--- src/rtl/mem_arbiter_pkg.sv ---
// Shared constants for the core memory path: opcodes, ALU operations,
// memory access sizes and the arbiter response states.
package mem_arbiter_pkg;

  typedef enum logic [3:0] {
    OP_NOP   = 4'd0,
    OP_ALU   = 4'd1,
    OP_ALUI  = 4'd2,
    OP_LOAD  = 4'd3,
    OP_STORE = 4'd4,
    OP_BRANCH = 4'd5,
    OP_JUMP  = 4'd6
  } opcode_e;

  typedef enum logic [2:0] {
    ALU_ADD = 3'd0,
    ALU_SUB = 3'd1,
    ALU_AND = 3'd2,
    ALU_OR  = 3'd3,
    ALU_XOR = 3'd4,
    ALU_SLL = 3'd5,
    ALU_SRL = 3'd6,
    ALU_SLT = 3'd7
  } alu_op_e;

  typedef enum logic [1:0] {
    IDLE    = 2'd0,
    RESP_IF = 2'd1,
    RESP_DM = 2'd2
  } resp_state_e;

  localparam logic [1:0] SIZE_BYTE = 2'd0;
  localparam logic [1:0] SIZE_HALF = 2'd1;
  localparam logic [1:0] SIZE_WORD = 2'd2;

endpackage

--- src/rtl/arb_starve_counter.sv ---
// Counts consecutive cycles a pending fetch was refused; flags when the
// count reaches its limit so the arbiter can hand the fetch a turn.
module arb_starve_counter #(
  parameter int STARVE_MAX = 4
) (
  input  logic clk,
  input  logic reset,
  input  logic if_req,
  input  logic if_gnt,
  output logic starved
);

  localparam int CW = (STARVE_MAX < 1) ? 1 : $clog2(STARVE_MAX + 1);

  logic [CW-1:0] count;

  always_ff @(posedge clk or negedge reset) begin
    if (!reset) begin
      count <= '0;
    end else if (!if_req || if_gnt) begin
      count <= '0;
    end else if (count != CW'(STARVE_MAX)) begin
      count <= count + 1'b1;
    end
  end

  assign starved = (count == CW'(STARVE_MAX));

endmodule

--- src/rtl/mem_arbiter.sv ---
// Two-requester memory arbiter (fetch vs load/store) with a one-cycle read
// response path. Define MEMARB_STARVE_GUARD_EN to stop fetches starving.
module mem_arbiter
  import mem_arbiter_pkg::*;
#(
  parameter int AWIDTH     = 32,
  parameter int DWIDTH     = 32,
  parameter int STARVE_MAX = 4
) (
  input  logic              clk,
  input  logic              reset,
  input  logic              if_req_i,
  input  logic [AWIDTH-1:0] if_addr_i,
  output logic              if_gnt_o,
  output logic              if_rvalid_o,
  output logic [DWIDTH-1:0] if_rdata_o,
  input  logic              dm_req_i,
  input  logic              dm_we_i,
  input  logic [AWIDTH-1:0] dm_addr_i,
  input  logic [DWIDTH-1:0] dm_wdata_i,
  input  logic [1:0]        dm_size_i,
  output logic              dm_gnt_o,
  output logic              dm_rvalid_o,
  output logic [DWIDTH-1:0] dm_rdata_o,
  output logic              mem_re_o,
  output logic              mem_we_o,
  output logic [AWIDTH-1:0] mem_addr_o,
  output logic [DWIDTH-1:0] mem_wdata_o,
  output logic [1:0]        mem_size_o,
  input  logic [DWIDTH-1:0] mem_rdata_i,
  output logic              stall_if_o
);

  resp_state_e state;
  logic        starve_hit;

`ifdef MEMARB_STARVE_GUARD_EN
  arb_starve_counter #(
    .STARVE_MAX(STARVE_MAX)
  ) u_starve (
    .clk    (clk),
    .reset  (reset),
    .if_req (if_req_i),
    .if_gnt (if_gnt_o),
    .starved(starve_hit)
  );
`else
  // Strict data priority: the override can never fire and STARVE_MAX is inert.
  assign starve_hit = (STARVE_MAX < 0);
`endif

  always_comb begin
    if_gnt_o = 1'b0;
    dm_gnt_o = 1'b0;
    if (reset) begin
      if (dm_req_i && !(if_req_i && starve_hit)) begin
        dm_gnt_o = 1'b1;
      end else if (if_req_i) begin
        if_gnt_o = 1'b1;
      end
    end
  end

  always_comb begin
    mem_re_o    = 1'b0;
    mem_we_o    = 1'b0;
    mem_addr_o  = '0;
    mem_wdata_o = '0;
    mem_size_o  = '0;
    if (if_gnt_o) begin
      mem_re_o   = 1'b1;
      mem_addr_o = if_addr_i;
      mem_size_o = SIZE_WORD;
    end else if (dm_gnt_o) begin
      mem_re_o    = !dm_we_i;
      mem_we_o    = dm_we_i;
      mem_addr_o  = dm_addr_i;
      mem_wdata_o = dm_wdata_i;
      mem_size_o  = dm_size_i;
    end
  end

  // Remember whose read is in flight; stores finish in the grant cycle.
  always_ff @(posedge clk or negedge reset) begin
    if (!reset) begin
      state <= IDLE;
    end else if (if_gnt_o) begin
      state <= RESP_IF;
    end else if (dm_gnt_o && !dm_we_i) begin
      state <= RESP_DM;
    end else begin
      state <= IDLE;
    end
  end

  assign if_rvalid_o = (state == RESP_IF);
  assign dm_rvalid_o = (state == RESP_DM);
  assign if_rdata_o  = if_rvalid_o ? mem_rdata_i : '0;
  assign dm_rdata_o  = dm_rvalid_o ? mem_rdata_i : '0;
  assign stall_if_o  = reset && if_req_i && !if_gnt_o;

endmodule

--- config.mk ---
export PLATFORM = sky130hd
export DESIGN_NAME = mem_arbiter
export DESIGN_NICKNAME = d
export VERILOG_FILES = /design/src/rtl/mem_arbiter_pkg.sv /design/src/rtl/arb_starve_counter.sv /design/src/rtl/mem_arbiter.sv
export SDC_FILE = /design/constraint.sdc
export NUM_CORES = 1
export LEC_CHECK = 0
export CAP_MARGIN = 20
export CELL_PAD_IN_SITES_DETAIL_PLACEMENT = 1
export CELL_PAD_IN_SITES_GLOBAL_PLACEMENT = 2
export CORE_ASPECT_RATIO = 2
export CORE_UTILIZATION = 10
export CTS_CLUSTER_SIZE = 30
export DETAILED_ROUTE_END_ITERATION = 10
export GPL_TIMING_DRIVEN = 1
export PLACE_DENSITY = 0.95
export SYNTH_ARGS = -nofsm -noshare
export SYNTH_HDL_FRONTEND = slang
export SYNTH_SLANG_ARGS = --single-unit
--- constraint.sdc ---
create_clock -name clk -period 1.2 [get_ports clk]
set_input_delay 0.24 -clock clk [delete_from_list [all_inputs] [get_ports clk]]
set_output_delay 0.24 -clock clk [all_outputs]
set_load 0.05 [all_outputs]
After elaboration in Yosys (flattened, before gate mapping)

Cells that the tools add are included.

Flip-flop bits (word level): 2
Input bits: 135
Output and inout port bits: 137
Word-level logic and storage cells: 27

Equality and inequality tests: 2
Multiplexer cells: 19
Reductions and logical operators: 5

Operators by type and width:

| operator                                             | count |
|---|---|
| 2-to-1 mux 32 bit                                    | 6 |
| 2-to-1 mux 1 bit                                     | 9 |
| 2-to-1 mux 2 bit                                     | 4 |
| logical AND 1 bit                                    | 3 |
| equality test 2 x 1 -> 1 bit (second input constant) | 1 |
| equality test 2 bit (second input constant)          | 1 |
| logical NOT 1 bit                                    | 2 |

Depth between registers and ports, before layout

Gate-level depths: netlist of run 1.

Word-level depth: 5
Gate-level depth with buffers: 4
Mapped depth without buffers: 2

Least setup slack after synthesis of run 1

No wires, ideal clock.

Kind: reg2out
Start: register state[0]
End: output port dm_rdata_o[22]
Arrival: 1.379 ns
Setup slack: -0.419 ns
Cell stages (with the launch flop): 4
Buffers on the path: 1
Path through: dfrtp_1 -> and2b_1 -> buf_2 -> and2_1

Word-level cells in the longest chain between the ends: 2

RTL lines:

| item                     | RTL line          | RTL |
|---|---|---|
| start: declaration       | mem_arbiter.sv:34 | `resp_state_e state;` |
| start signal: assignment | mem_arbiter.sv:86 | `state <= IDLE;` |
| start signal: assignment | mem_arbiter.sv:88 | `state <= RESP_IF;` |
| start signal: assignment | mem_arbiter.sv:90 | `state <= RESP_DM;` |
| equality test 2 bit      | mem_arbiter.sv:97 | `assign dm_rvalid_o = (state == RESP_DM);` |
| named net dm_rvalid_o    | mem_arbiter.sv:23 | `output logic dm_rvalid_o,` |
| 2-to-1 mux 32 bit        | mem_arbiter.sv:99 | `assign dm_rdata_o = dm_rvalid_o ? mem_rdata_i : '0;` |
| end: declaration         | mem_arbiter.sv:24 | `output logic [DWIDTH-1:0] dm_rdata_o,` |

The timed path passes the listed nets, and every way through them passes these cells.

Worst setup path after layout of run 1

Start: register state[0]
End: output port if_rdata_o[1]

Word-level cells in the longest chain between the ends: 2

RTL lines:

| item                         | RTL line          | RTL |
|---|---|---|
| equality test 2 x 1 -> 1 bit | mem_arbiter.sv:96 | `assign if_rvalid_o = (state == RESP_IF);` |
| 2-to-1 mux 32 bit            | mem_arbiter.sv:98 | `assign if_rdata_o = if_rvalid_o ? mem_rdata_i : '0;` |
| end: declaration             | mem_arbiter.sv:16 | `output logic [DWIDTH-1:0] if_rdata_o,` |

Every way passes these cells.

==> flow_summary.json, run 1 <==
{
  "outcome": "finished, violations left",
  "violations": "setup timing",
  "slew_violations": 0,
  "crit_buf_inv": 2,
  "die_y_um": 159,
  "synth-seq-cells": 2,
  "initial_utilization_pct": 10.23,
  "fin_ws_ns": -0.3651,
  "crit_slowest_cell": "dfrtp_1",
  "gr-total-overflow": 0,
  "synth_commonest_cells": "and2_1 (65), and3_1 (35), a32o_1 (32)",
  "use_met1_pct": 15.31,
  "synth_nets": 304,
  "wl_um": 12150,
  "tritoncts": "done",
  "yosys-top-cells-area": "and2_1 (33%), a32o_1 (26%), and3_1 (18%)",
  "internal-power_uw": 1878,
  "place.detailed.hpwl_um": 9306,
  "grt_pass1_vias": 3016,
  "grt_first_pass_wirelength_um": 16840,
  "pwr-share-seq_pct": 2.3,
  "gp_congestion": 0.8410,
  "vias": 2659,
  "top_usage_layer": "met2",
  "hold_depth": 2,
  "die_x_um": 80.50,
  "crit_required_ns": 0.96,
  "ios": 272,
  "hp-class": "in -> reg",
  "synth-async-reset-ratio_pct": 100.0,
  "critPathMostFrequentCell": "buf_12",
  "wire_per_inst_um": 20.11,
  "worst_pin_slew_ns": 0.1563,
  "drcViolationCount": 0,
  "ant_nets": 0,
  "max_freq_mhz": 638.9,
  "pre_cts_ws_ns": -0.6055,
  "finalHoldViolCount": 0,
  "largest_reg_flops": 2,
  "fillers": 1143,
  "use_met2_pct": 35.17,
  "p_leak_uw": 0.002852,
  "cts.clk_slew.worst_paths_ns": 0.03,
  "top_register": "state",
  "critPathTopFamily": "simple AND/OR/NAND/NOR gates",
  "cpPeakStageDelay_ns": 0.36,
  "power.total_uw": 3120,
  "io_buffers": 271,
  "maxCapViolCount": 0,
  "start_kind": "register",
  "die_area_sq_um": 12800,
  "synth_top_area_share_pct": 32.99,
  "rsz0062_at_grt": "yes",
  "cts-buffers-inserted": 3,
  "cts-root-buf": "clkbuf_16",
  "cts_buffer_depth": 2,
  "cp_num_cells": 4,
  "worstSetupPathType": "reg -> out",
  "fin_crit_sh_pct": 130.4,
  "register_area_sq_um": 50.05,
  "reg_top3": "state: 2 flops",
  "grt_usage_pct": 17.51,
  "antenna-diode-count": 0,
  "ys_warn_count": 0,
  "area_growth_pct": 419.4,
  "synthCells": 169,
  "synth_edf_count": 0,
  "synth_most_common_cell": "and2_1",
  "drtIter0Drc": 36,
  "met3_usage_pct": 6.934,
  "core_area_sq_um": 12050,
  "holdWs_ns": 0.3847,
  "switching_share_pct": 39.80,
  "clockPowerShare_pct": 16.4,
  "avgSynthCellArea_sq_um": 7.292,
  "combPwrFrac_pct": 81.3,
  "cp_max_fo": 23,
  "grt_max_degree": 29,
  "irDropWorstVdd_v": 0.0003197,
  "slew_headroom_pct": 89.28,
  "synth_cell_type_count": 14,
  "switchingPower_uw": 1242,
  "yosys.area.top_type": "and2_1",
  "crit_chain": "and2b_2 > buf_12 > and2_2 > buf_12",
  "arrival_ns": 1.33,
  "powerDensity_nw_per_um2": 487.4,
  "synth_flop_cell": "dfrtp_1",
  "post_route_cells_drive_above_1_share_pct": 70.24,
  "clock_sinks": 2,
  "multi_input_area_sq_um": 1411,
  "synthesis.area_sq_um": 1232,
  "yosysSeqAreaShare_pct": 4.061,
  "critPathCaptureType": "output port",
  "viasPerCell": 4.402,
  "row_count": 57,
  "antenna_found_initial": 0,
  "min_period_ns": 1.565,
  "layout.nets": 594,
  "dr.pass1.iters": 4,
  "htreeDepth": 1,
  "setup_viol_count_final": 106
}
-- kinds of logic after synthesis --
kind of cell | synth area share [%]
AND/OR/NAND/NOR | 54.52
multiplexers | 0.8122
buffers and inverters | 13.81
flip-flops | 4.061
AO/OA/AOI/OAI | 26.80
-- worst paths after layout --
path / from / end
max: state[0] / if_rdata_o[1]
min: dm_we_i / state[1]
max in group asynchronous: reset / state[1]
min in group asynchronous: reset / state[0]
-- cell type report --
cell class              instances  area share (%)
clock buffers                   3           1.173
flip-flops and latches          2          0.7819
repair buffers                311           73.12
well taps                     147           2.873
multi-input cells             141           22.05
-- placed cells by master, fill, tap and decap left out, drive strengths merged --
cell | synthesis | layout
a32o | 32 | 32
and2 | 65 | 65
and2b | 2 | 2
and3 | 35 | 35
and3b | 1 | 1
buf | 14 | 174
clkbuf | 12 | 8
clkdlybuf4s50 | 0 | 80
dfrtp | 2 | 2
dlygate4sd2 | 0 | 51
dlygate4sd3 | 0 | 1
mux2i | 1 | 1
nand2 | 1 | 1
nor2b | 3 | 3
o211a | 1 | 1
-- power by group through the flow --
stage	combinational (uW)	clock (uW)	sequential, uW
final	2540	512	71.4
after global routing	2620	520	71.6
after CTS	2480	507	71.5
after detailed placement	2350	0	72.2
after global placement	2310	0	72.1
after floorplan	1000	0	71.9
-- timing repair --
| item | 4_1_cts | 5_1_grt |
|---|---|---|
| setup endpoints to repair | 138 | 127 |
| setup buffers | 5 | 5 |
| endpoints found under the hold margin | 2 | 0 |
| pin swaps | 21 | 22 |
| hold buffers | 1 | 0 |
| gates cloned | 8 | 8 |
| resized for setup | 126 | 18 |
-- routing by layer --
metal | vias to the layer above | wire length, um
met2 | 224 | 6930
met1 | 1221 | 3580
met3 | 15 | 1419
li1 | 1199 | -
met5 | - | 0
met4 | 0 | 219
-- stage by stage --
step | TNS, ns | utilization (%) | std cells | instance area [sq um]
after floorplan | -2.913 | - | 169 | 1558
after global placement | -42.42 | 47.76 | 577 | 5757
after detailed placement | -47.25 | 47.76 | 577 | 5757
after CTS | -29.26 | 51.59 | 594 | 6218
after global routing | -30.92 | 53.11 | 604 | 6401
final | -27.38 | 53.11 | 604 | 6401
(Power assumes the default switching activity.)
==> inputs of run 2 (changes only) <==
--- a/config.mk
+++ b/config.mk
@@ -8,8 +8,9 @@
 export CAP_MARGIN = 20
 export CELL_PAD_IN_SITES_DETAIL_PLACEMENT = 1
 export CELL_PAD_IN_SITES_GLOBAL_PLACEMENT = 2
-export CORE_ASPECT_RATIO = 2
+export CORE_ASPECT_RATIO = 0.75
 export CORE_UTILIZATION = 10
+export CTS_CLUSTER_DIAMETER = 30
 export CTS_CLUSTER_SIZE = 30
 export DETAILED_ROUTE_END_ITERATION = 10
 export GPL_TIMING_DRIVEN = 1
==> flow_summary.json, run 2 (same netlist as run 1, synthesis figures left out) <==
{
  "endpoint": "dm_rdata_o[11]",
  "cts_buffer_depth": 2,
  "die_x_um": 130.2,
  "cts-buffers-inserted": 3,
  "power.total_uw": 3035,
  "gp_congestion": 0.7504,
  "cp_max_fo": 26,
  "grt_max_degree": 27,
  "setup_viol_count_final": 100,
  "area_growth_pct": 408.9,
  "crit_buf_inv": 2,
  "critPathTopFamily": "simple AND/OR/NAND/NOR gates",
  "post_route_cells_drive_above_1_share_pct": 69.47,
  "slew_headroom_pct": 88.52,
  "core_area_sq_um": 11780,
  "crit_chain": "and2b_2 > buf_12 > and2_4 > buf_12",
  "cts.clk_slew.worst_paths_ns": 0.03,
  "p_leak_uw": 0.002773,
  "final_cell_mix": "buf_12 (147), clkdlybuf4s50_1 (94), and2_4 (63)",
  "antenna-diode-count": 0,
  "finalHoldViolCount": 0,
  "final_common_cell": "buf_12",
  "antenna_found_initial": 0,
  "die_area_sq_um": 12780,
  "outcome": "finished, violations left",
  "fin_crit_sh_pct": 133.1,
  "fin_ws_ns": -0.3971,
  "vias": 2548,
  "drcViolationCount": 0,
  "initial_utilization_pct": 10.46,
  "worst_pin_slew_ns": 0.1675,
  "dr.pass1.iters": 3,
  "ios": 272,
  "layout.nets": 589,
  "drtIter0Drc": 31,
  "critPathCaptureType": "output port",
  "max_freq_mhz": 626.1,
  "finalCoreUtilization_pct": 53.23,
  "gr-total-overflow": 0,
  "slew_violations": 0,
  "place.detailed.hpwl_um": 9183,
  "row_count": 34,
  "largest_reg_flops": 2,
  "powerDensity_nw_per_um2": 483.9,
  "wire_per_inst_um": 18.66,
  "register_area_sq_um": 50.05,
  "ant_nets": 0,
  "top_register": "state",
  "htreeDepth": 1,
  "maxCapViolCount": 0,
  "crit_required_ns": 0.96,
  "grt_usage_pct": 17.58,
  "grt_first_pass_wirelength_um": 17190,
  "wl_um": 11460,
  "rsz0062_at_grt": "yes",
  "worstSetupPathType": "reg -> out",
  "viasPerCell": 4.150,
  "clock_sinks": 2,
  "io_buffers": 271,
  "multi_input_area_sq_um": 1411,
  "critPathMostFrequentCell": "buf_12",
  "fillers": 1163,
  "pre_cts_ws_ns": -0.7303,
  "cpPeakStageDelay_ns": 0.35,
  "tritoncts": "done",
  "worstSetupStartpoint": "state[0]",
  "cts-root-buf": "clkbuf_16",
  "irDropWorstVdd_v": 0.0003237,
  "arrival_ns": 1.36,
  "min_period_ns": 1.597,
  "reg_top3": "state: 2 flops",
  "start_kind": "register",
  "violations": "setup timing",
  "cp_num_cells": 4,
  "hp-class": "in -> reg",
  "grt_pass1_vias": 2939,
  "holdWs_ns": 0.3534,
  "die_y_um": 98.14,
  "crit_slowest_cell": "dfrtp_1"
}
[run 2: cell types whose count changed in the layout (fill, tap and decap cells not counted), sizes merged]
| cell | before | now |
|---|---|---|
| buf | 174 | 172 |
| clkbuf | 8 | 4 |
| clkdlybuf4s15 | 0 | 1 |
| clkdlybuf4s50 | 80 | 94 |
| dlygate4sd2 | 51 | 36 |
| nor2b | 3 | 4 |
[run 2: worst min-delay path by stage]
stage                  from  endpoint  slack, ns  cells past startpoint
floorplan             reset  state[0]      -0.06                      0
global placement      reset  state[1]       0.74                      2
detailed placement    reset  state[1]       0.75                      2
CTS                 dm_we_i  state[1]       0.38                      2
global route        dm_we_i  state[1]       0.38                      2
finish              dm_we_i  state[1]       0.35                      2
[run 2: report_power, final]
group / internal, uW / leakage (uW) / switching (uW)
sequential: 70.6 / 0.0000269 / 0.979
clock: 424 / 0.0000370 / 74.0
combinational: 1350 / 0.00271 / 1120
[run 2: stage by stage]
stage,cells,cell area (sq um),TNS (ns)
after floorplan,169,1558,-2.913
after global placement,595,5786,-51.46
after detailed placement,595,5786,-56.87
after CTS,610,6232,-31.01
after global routing,614,6272,-34.34
final,614,6272,-30.22
[run 2: layout make-up]
cell class,instances,area share [%]
clock buffers,3,1.197
multi-input cells,142,22.50
flip-flops and latches,2,0.7979
well taps,162,3.232
repair buffers,305,72.27
[run 2: layer usage]
metal / share of wire (%) / vias to the layer above / track usage [%]
met5: 0 / - / 0
met4: 0.61 / 0 / 2.773
met3: 8.4 / 4 / 4.000
met2: 55 / 142 / 34.90
met1: 36 / 1209 / 18.72
li1: - / 1193 / -
[run 2: repair_timing]
action	4_1_cts	5_1_grt
endpoints found under the hold margin	2	0
resized for setup	114	10
gates cloned	6	0
pin swaps	19	17
setup buffers	6	8
endpoints found under the setup margin	139	105
hold buffers	1	0
==> inputs of run 3 (changes only) <==
--- a/config.mk
+++ b/config.mk
@@ -18,3 +18,4 @@
 export SYNTH_ARGS = -nofsm -noshare
 export SYNTH_HDL_FRONTEND = slang
 export SYNTH_SLANG_ARGS = --single-unit
+export TNS_END_PERCENT = 1
==> flow_summary.json, run 3 (same netlist as run 1, synthesis figures left out) <==
{
  "final_cell_mix": "buf_12 (142), clkdlybuf4s50_1 (81), dlygate4sd2_1 (46)",
  "gr-total-overflow": 0,
  "antenna_found_initial": 0,
  "ant_nets": 0,
  "area_growth_pct": 385.5,
  "antenna-diode-count": 0,
  "htreeDepth": 1,
  "final_cells": 598,
  "viasPerCell": 4.172,
  "io_buffers": 271,
  "irDropWorstVdd_v": 0.0003505,
  "drtIter0Drc": 24,
  "finalHoldViolCount": 0,
  "outcome": "finished, violations left",
  "max_freq_mhz": 624.4,
  "core_area_sq_um": 11780,
  "tritoncts": "done",
  "crit_required_ns": 0.96,
  "slew_headroom_pct": 86.61,
  "fillers": 1215,
  "maxCapViolCount": 0,
  "initial_utilization_pct": 10.46,
  "layout.nets": 573,
  "die_x_um": 130.2,
  "register_area_sq_um": 50.05,
  "grt_max_degree": 35,
  "row_count": 34,
  "critPathCaptureType": "output port",
  "slew_violations": 0,
  "drcViolationCount": 0,
  "arrival_ns": 1.36,
  "fin_crit_sh_pct": 133.5,
  "clock_sinks": 2,
  "hp-class": "in -> reg",
  "cts-root-buf": "clkbuf_16",
  "ios": 272,
  "cts.clk_slew.worst_paths_ns": 0.03,
  "final_common_cell": "buf_12",
  "reg_top3": "state: 2 flops",
  "cts_buffer_depth": 2,
  "largest_reg_flops": 2,
  "die_y_um": 98.14,
  "place_inst": 591,
  "wl_um": 11070,
  "place.detailed.hpwl_um": 9056,
  "vias": 2495,
  "grt_pass1_vias": 2816,
  "wire_per_inst_um": 18.51,
  "worst_pin_slew_ns": 0.2008,
  "grt_usage_pct": 16.55,
  "cts-buffers-inserted": 3,
  "dr.pass1.iters": 4,
  "min_period_ns": 1.601,
  "pre_cts_ws_ns": -0.6971,
  "p_leak_uw": 0.002681,
  "worstSetupPathType": "reg -> out",
  "power.total_uw": 2912,
  "post_route_cells_drive_above_1_share_pct": 67.66,
  "die_area_sq_um": 12780,
  "violations": "setup timing",
  "cp_max_fo": 16,
  "start_kind": "register",
  "powerDensity_nw_per_um2": 486.6,
  "fin_ws_ns": -0.4015,
  "top_register": "state",
  "gp_congestion": 0.7284,
  "grt_first_pass_wirelength_um": 16330,
  "multi_input_area_sq_um": 1353,
  "rsz0062_at_grt": "yes",
  "setup_viol_count_final": 98
}
-- run 3: cell types whose count changed in the layout (fill, tap and decap cells not counted), sizes merged --
cell	change
clkbuf	+1
clkdlybuf4s15	-1
dlymetal6s2s	+4
clkdlybuf4s50	-13
nor2b	-1
dlygate4sd2	+10
buf	-16
-- run 3: per-layer routing --
layer  vias up  track usage (%)  routed length (um)
li1       1158                -                   -
met1      1189            17.14                3795
met2       133            32.57                6166
met3        15            4.110                 928
met4         0            4.025                 179
met5         -                0                   0
-- run 3: layout make-up --
cell class              count  area share [%]
well taps                 162           3.388
flip-flops and latches      2          0.8365
clock buffers               3           1.255
repair buffers            290           71.92
multi-input cells         141           22.61
-- run 3: stage by stage --
step                utilization [%]  setup TNS, ns  area (sq um)  hold slack (ns)
floorplan                         -         -17.79          1325         -0.05559
global placement              47.64         -46.41          5614           0.6330
detailed placement            47.64         -50.10          5614           0.6667
CTS                           50.16         -29.31          5911           0.4320
global route                  50.78         -31.57          5983           0.4732
finish                        50.78         -28.48          5983           0.4381
-- run 3: power by group --
part           switching (uW)  internal, uW  leakage [uW]
logic                    1090          1250       0.00262
registers               0.934          70.6     0.0000269
clock network            77.8           424     0.0000370
-- run 3: final timing paths --
kind	from	endpoint	slack [ns]	cells past startpoint
worst max-delay path	state[0]	if_rdata_o[15]	-0.40	4
worst min-delay path	dm_we_i	state[1]	0.44	3
max in group asynchronous	reset	state[0]	0.47	3
min in group asynchronous	reset	state[1]	0.61	3
-- run 3: timing repair --
action | CTS | global route
buffers inserted | 1 | 0
hold buffers | 1 | 0
gates resized for setup | 138 | 28
pin swaps | 34 | 22
hold endpoints to repair | 2 | 0
gates cloned | 1 | 1
setup endpoints to repair | 139 | 111
-- run 3: critical path, cell delays in order (launching register included) --
cell and delay [ns]:
dfrtp_1 0.35, and2b_2 0.24, clkbuf_16 0.18, and2_2 0.21, buf_12 0.15
